$ cat src/rtl/seq_multiplier_32bit.sv
// Sequential 32x32 -> 64-bit shift-add multiplier: one step per clock, 32 steps per product.
// Optional macro MUL_SIGNED_EN adds signed_i for two's-complement operands.
module seq_multiplier_32bit (
    input  logic        clk_i,
    input  logic        rst_i,
    input  logic        start_i,
    input  logic [31:0] A_i,
    input  logic [31:0] Y_i,
`ifdef MUL_SIGNED_EN
    input  logic        signed_i,
`endif
    output logic        busy_o,
    output logic        done_o,
    output logic [63:0] Prod_o
);

    typedef enum logic [1:0] {
        IDLE = 2'd0,
        BUSY = 2'd1,
        DONE = 2'd2
    } state_t;

    state_t      state_reg, state_next;
    logic [31:0] m_reg, m_next;
    logic [31:0] p_hi_reg, p_hi_next;
    logic [31:0] p_lo_reg, p_lo_next;
    logic [4:0]  count_reg, count_next;
    logic [63:0] prod_reg, prod_next;
    logic        busy_reg, busy_next;
    logic        done_reg, done_next;

    logic        start_ok;
    logic [31:0] a_mag;
    logic [31:0] y_mag;
    logic [32:0] sum;
    logic [63:0] step_result;
    logic [63:0] final_result;

`ifdef MUL_SIGNED_EN
    logic        neg_reg, neg_next;

    // Magnitudes feed the unsigned datapath; 0x80000000 negates to itself, which is exactly 2^31.
    always_comb begin
        a_mag    = (signed_i && A_i[31]) ? (~A_i + 32'd1) : A_i;
        y_mag    = (signed_i && Y_i[31]) ? (~Y_i + 32'd1) : Y_i;
        neg_next = neg_reg;
        if (start_ok) begin
            neg_next = signed_i && (A_i[31] ^ Y_i[31]);
        end
    end

    always_ff @(posedge clk_i) begin
        if (rst_i) begin
            neg_reg <= 1'b0;
        end else begin
            neg_reg <= neg_next;
        end
    end

    assign final_result = neg_reg ? (~step_result + 64'd1) : step_result;
`else
    assign a_mag        = A_i;
    assign y_mag        = Y_i;
    assign final_result = step_result;
`endif

    // A new operation may start from IDLE or straight out of DONE.
    assign start_ok = start_i && (state_reg != BUSY);

    // The 33rd sum bit is the step's carry-out and becomes the new top bit of P_hi.
    always_comb begin
        sum         = p_lo_reg[0] ? ({1'b0, p_hi_reg} + {1'b0, m_reg}) : {1'b0, p_hi_reg};
        step_result = {sum, p_lo_reg[31:1]};
    end

    always_comb begin
        state_next = state_reg;
        m_next     = m_reg;
        p_hi_next  = p_hi_reg;
        p_lo_next  = p_lo_reg;
        count_next = count_reg;
        prod_next  = prod_reg;

        case (state_reg)
            IDLE: begin
                if (start_ok) begin
                    state_next = BUSY;
                    m_next     = a_mag;
                    p_hi_next  = 32'd0;
                    p_lo_next  = y_mag;
                    count_next = 5'd0;
                end
            end
            BUSY: begin
                p_hi_next  = step_result[63:32];
                p_lo_next  = step_result[31:0];
                count_next = count_reg + 5'd1;
                if (count_reg == 5'd31) begin
                    state_next = DONE;
                    prod_next  = final_result;
                end
            end
            DONE: begin
                if (start_ok) begin
                    state_next = BUSY;
                    m_next     = a_mag;
                    p_hi_next  = 32'd0;
                    p_lo_next  = y_mag;
                    count_next = 5'd0;
                end else begin
                    state_next = IDLE;
                end
            end
            default: begin
                state_next = IDLE;
            end
        endcase

        // Flags are registered copies of the upcoming state so they align with it.
        busy_next = (state_next == BUSY);
        done_next = (state_next == DONE);
    end

    always_ff @(posedge clk_i) begin
        if (rst_i) begin
            state_reg <= IDLE;
            m_reg     <= 32'd0;
            p_hi_reg  <= 32'd0;
            p_lo_reg  <= 32'd0;
            count_reg <= 5'd0;
            prod_reg  <= 64'd0;
            busy_reg  <= 1'b0;
            done_reg  <= 1'b0;
        end else begin
            state_reg <= state_next;
            m_reg     <= m_next;
            p_hi_reg  <= p_hi_next;
            p_lo_reg  <= p_lo_next;
            count_reg <= count_next;
            prod_reg  <= prod_next;
            busy_reg  <= busy_next;
            done_reg  <= done_next;
        end
    end

    assign busy_o = busy_reg;
    assign done_o = done_reg;
    assign Prod_o = prod_reg;

endmodule

$ cat config.mk
export PLATFORM = sky130hd
export DESIGN_NAME = seq_multiplier_32bit
export DESIGN_NICKNAME = d
export VERILOG_FILES = /design/src/rtl/seq_multiplier_32bit.sv
export SDC_FILE = /design/constraint.sdc
export NUM_CORES = 1
export LEC_CHECK = 0
export ABC_AREA = 1
export CORE_MARGIN = 5
export CORE_UTILIZATION = 55
export DETAILED_ROUTE_END_ITERATION = 8
export PLACE_DENSITY = 0.81
export SYNTH_ARGS = -nofsm -noshare
export SYNTH_HDL_FRONTEND = slang
export SYNTH_SLANG_ARGS = --single-unit
export TNS_END_PERCENT = 20
$ cat constraint.sdc
create_clock -name clk_i -period 5.8 [get_ports clk_i]
set_clock_uncertainty 0.1 [all_clocks]
set_input_delay 1.74 -clock clk_i [delete_from_list [all_inputs] [get_ports clk_i]]
set_output_delay 1.74 -clock clk_i [all_outputs]
set_load 0.1 [all_outputs]
After elaboration in Yosys (flattened, before gate mapping)
Cells that the tools add are included.

$add $sub $neg: 2. $mul: 0. Div/mod/pow operators: 0. Order comparisons: 0. Equality and inequality tests: 7. Shifts and indexed selects: 0. Mux-type cells: 11. Bitwise logic cells: 0. Reduce and logical (&&, ||, !) cells: 7.

Operator list (count): case mux 32 bit (2 select lines) (2); 2-to-1 mux 32 bit (2); adder 32 x 32 -> 33 bit (1); 2-to-1 mux 33 bit (1); case mux 5 bit (2 select lines) (1); case mux 2 bit (3 select lines) (1); AND reduction 2 bit (3); adder 5 x 1 -> 5 bit, second input constant (1); equality test 5 bit, second input constant (1); 2-to-1 mux 5 bit (1); equality test 2 x 1 -> 1 bit, second input constant (2); equality test 2 bit, second input constant (2); 2-to-1 mux 2 bit (2); inequality test 2 x 1 -> 1 bit, second input constant (2); logical NOT 2 bit (1); nonzero test 2 bit (1); OR reduction 2 bit (1); logical AND 1 bit (1); 2-to-1 mux 1 bit (1).

Register bits after elaboration: 169. Latch bits: 0. Memory bits (writable): 0. Bits in read-only memories: 0. Input port bits: 67. Output and inout port bits: 66. Memories: 0.

Logic depth before layout (Yosys ltp)
Depth after elaboration: 5. Mapped depth: 16. Mapped depth without buffers: 16.

Least setup slack after synthesis
Ideal clock, no wire load.

Kind: in2reg. Start: input rst_i. End: register m_reg[30]. Arrival time: 2631 ps. Setup slack: 3004 ps. Cell stages on the path: 6. Buffers on the path: 3. Cells stage by stage: buf_2 -> clkinv_1 -> buf_2 -> clkbuf_1 -> o21ai_0 -> nor2_1.

RTL lines: from (decl) (RTL line 5) `input logic rst_i,`; to (signal assigned) (RTL line 136) `m_reg <= m_next;`; to (decl) (RTL line 24) `logic [31:0] m_reg, m_next;`.

Worst setup path after layout
Start: register prod_reg[52] (netlist: Prod_o[52]). End: output Prod_o[52].

RTL lines: from (decl) (RTL line 28) `logic [63:0] prod_reg, prod_next;`; from (signal assigned) (RTL line 140) `prod_reg <= prod_next;`; to (decl) (RTL line 14) `output logic [63:0] Prod_o`.

No word-level cell between the ends.

==> results_dict.tcl <==
set metrics [dict create \
    core_um2 16400 \
    cpLargestDelayFamily "buffers and inverters" \
    timing.final.crit_period_ns 3.80 \
    endpoint_kind "output port" \
    n_fill_cell 1418 \
    setup_tns_ns 0 \
    crit_buf_inv 1 \
    min_period_over_period_pct 65.4 \
    post-dp-hpwl_mm 17.0 \
    crit_chain "clkdlybuf4s50_1" \
    htreeDepth 4 \
    grt_usage_pct 24.9 \
    slew_viol_final 0 \
    setup_slack_ns 2.00 \
    ctsResizeCount 0 \
    critPathSlowestCell "clkdlybuf4s50_1" \
    critPathMaxStageDelay_ns 1.18 \
    postCtsSetupBuffers 0 \
    worst-slew-pin-transition_ns 1.15 \
    synth_fp_nets 1467 \
    seq_area_um2 3380 \
    layout-drive-gt1-share_pct 8.61 \
    rsz0062_at_grt "false" \
    drt_first_pass_iters 5 \
    ys_warn_count 0 \
    die_y_um 139 \
    die_area_um2 19200 \
    place_ws_ns 1.72 \
    num_io_pins 133 \
    drtIter0Drc 671 \
    synth_top_area_share_pct 37.1 \
    grt_remaining_overflow 0 \
    diodes 0 \
    grt_pass1_wl_mm 40.1 \
    largest_reg_flops 64 \
    ys_types 39 \
    gp_congestion 0.974 \
    rows 47 \
    clock_path_buffers 2 \
    nets 1564 \
    cp-start-kind "flip-flop" \
    drt-vias-per-instance 5.18 \
    numCtsBuffers 17 \
    start_util_pct 55.5 \
    grt_pass1_vias 8357 \
    min_path_type "reg -> reg" \
    timing.max_slew.rel_slack_pct 23.3 \
    syn_inst 1365 \
    outcome "finished, final reports clean" \
    antenna_found_initial 0 \
    grt_max_degree 79 \
    multi_input_area_um2 4880 \
    final_hold_viol_count 0 \
    criticalPathCategory "reg -> out" \
    hold_buffers 0 \
    final_common_cell "nand2_1" \
    mostFrequentLayoutCells "nand2_1, dfxtp_1, inv_1, clkdlybuf4s50_1, nor2_1" \
    drc 0 \
    setup_viol 0 \
    maxCapViolations 0 \
    placed_cells 1663 \
    cts_tree "done" \
    worstPathRequired_ns 3.96 \
    ant_nets 0 \
    fmax_ghz 0.263 \
    seq_area_frac_synth_pct 37.1 \
    wl_mm 24.1 \
    ys_seq_elements 169 \
    cp_max_fo 2 \
    wire_per_inst_um 14.2 \
    netlist_area_um2 9110 \
    synth_top_cell_by_area "dfxtp_1" \
    fin_cells 1695 \
    powerDensity_nw_per_um2 257 \
    clk_pin_slew_ns 0.07 \
    ir_drop_mv 0.212 \
    ys_top_cells_by_area "dfxtp_1, nand2_1, inv_1" \
    areaGrowthSynthToFinish_pct 22.0 \
    fp.dieW_um 139 \
    syn_area_per_cell_um2 6.68 \
    port_buffers 132 \
    clk-insertion-delay-late_ns 0.44 \
    regToRegSetupSlack_ns 2.18 \
    cts_sinks 169 \
    arrival_ns 1.96 \
    clockRootBuffer "clkbuf_16" \
    route.vias.total 8777 \
    holdWs_ns 0.364 \
    leakagePower_nw 4.99 \
]
power breakdown:
group	switching, mW	internal (mW)	total, mW
Clock	0.545	0.663	1.21
Combinational	0.241	0.154	0.395
Sequential	0.0406	1.21	1.26
Total	0.826	2.03	2.86
per-layer routing:
layer  share of wire [%]  global-route usage (%)
met5                   0                       0
met4                 2.4                    8.86
met3                 4.7                    4.86
met2                  48                    43.5
met1                  45                    30.5
Yosys cell counts:
| cell | number |
|---|---|
| a211oi_1 | 3 |
| a21o_1 | 2 |
| a21oi_1 | 86 |
| a21oi_2 | 3 |
| a2bb2oi_1 | 1 |
| a311oi_1 | 1 |
| a31oi_1 | 31 |
| and2_1 | 3 |
| and3_1 | 1 |
| buf_1 | 1 |
| buf_2 | 28 |
| buf_4 | 4 |
| clkbuf_1 | 31 |
| clkinv_1 | 1 |
| dfxtp_1 | 169 |
| fa_1 | 1 |
| ha_1 | 34 |
| inv_1 | 142 |
| inv_2 | 5 |
| mux2i_1 | 1 |
| nand2_1 | 448 |
| nand2_2 | 19 |
| nand3_1 | 74 |
| nand3_2 | 16 |
| nand3b_2 | 1 |
| nand3b_4 | 2 |
| nor2_1 | 99 |
| nor2_2 | 11 |
| nor2_4 | 1 |
| nor3_1 | 4 |
| nor3_2 | 2 |
| o21a_1 | 11 |
| o21ai_0 | 79 |
| o21ai_1 | 6 |
| o21bai_1 | 4 |
| or2_0 | 2 |
| or2_1 | 2 |
| or2_2 | 22 |
| xnor2_1 | 14 |
final timing paths:
path	start	depth (start not counted)	end
setup / recovery	Prod_o[52]	1	Prod_o[52]
hold / removal	Prod_o[0]	2	Prod_o[0]
setup reg to reg	state_reg[0]	9	Prod_o[48]
hold reg to reg	Prod_o[0]	2	Prod_o[0]
stage by stage:
stage	total power, mW	util [%]	area (um2)
5_1_grt	2.98	67.8	11100
2_1_floorplan	1.55	-	9110
3_5_place_dp	1.67	63.9	10500
3_3_place_gp	1.66	63.9	10500
6_report	2.86	67.8	11100
4_1_cts	2.87	67.8	11100
area by class of cell:
cell class,count,share of cell area (%)
clock buffers,17,3.83
multi-input cells,984,43.9
inverters,148,5.00
repair buffers,142,12.5
clock inverters,15,1.81
well taps,220,2.48
flip-flops and latches,169,30.4
kinds of logic after synthesis:
logic type      count (synthesis)  share of synthesized area [%]
buf+inv                       212                           9.28
compound gates                227                           13.6
flops                         169                           37.1
fa+ha+maj                      35                           4.89
xor+xnor                       14                           1.35
simple gates                  707                           33.6
mux                             1                          0.110
No activity file was read; power rests on OpenSTA's default activity.
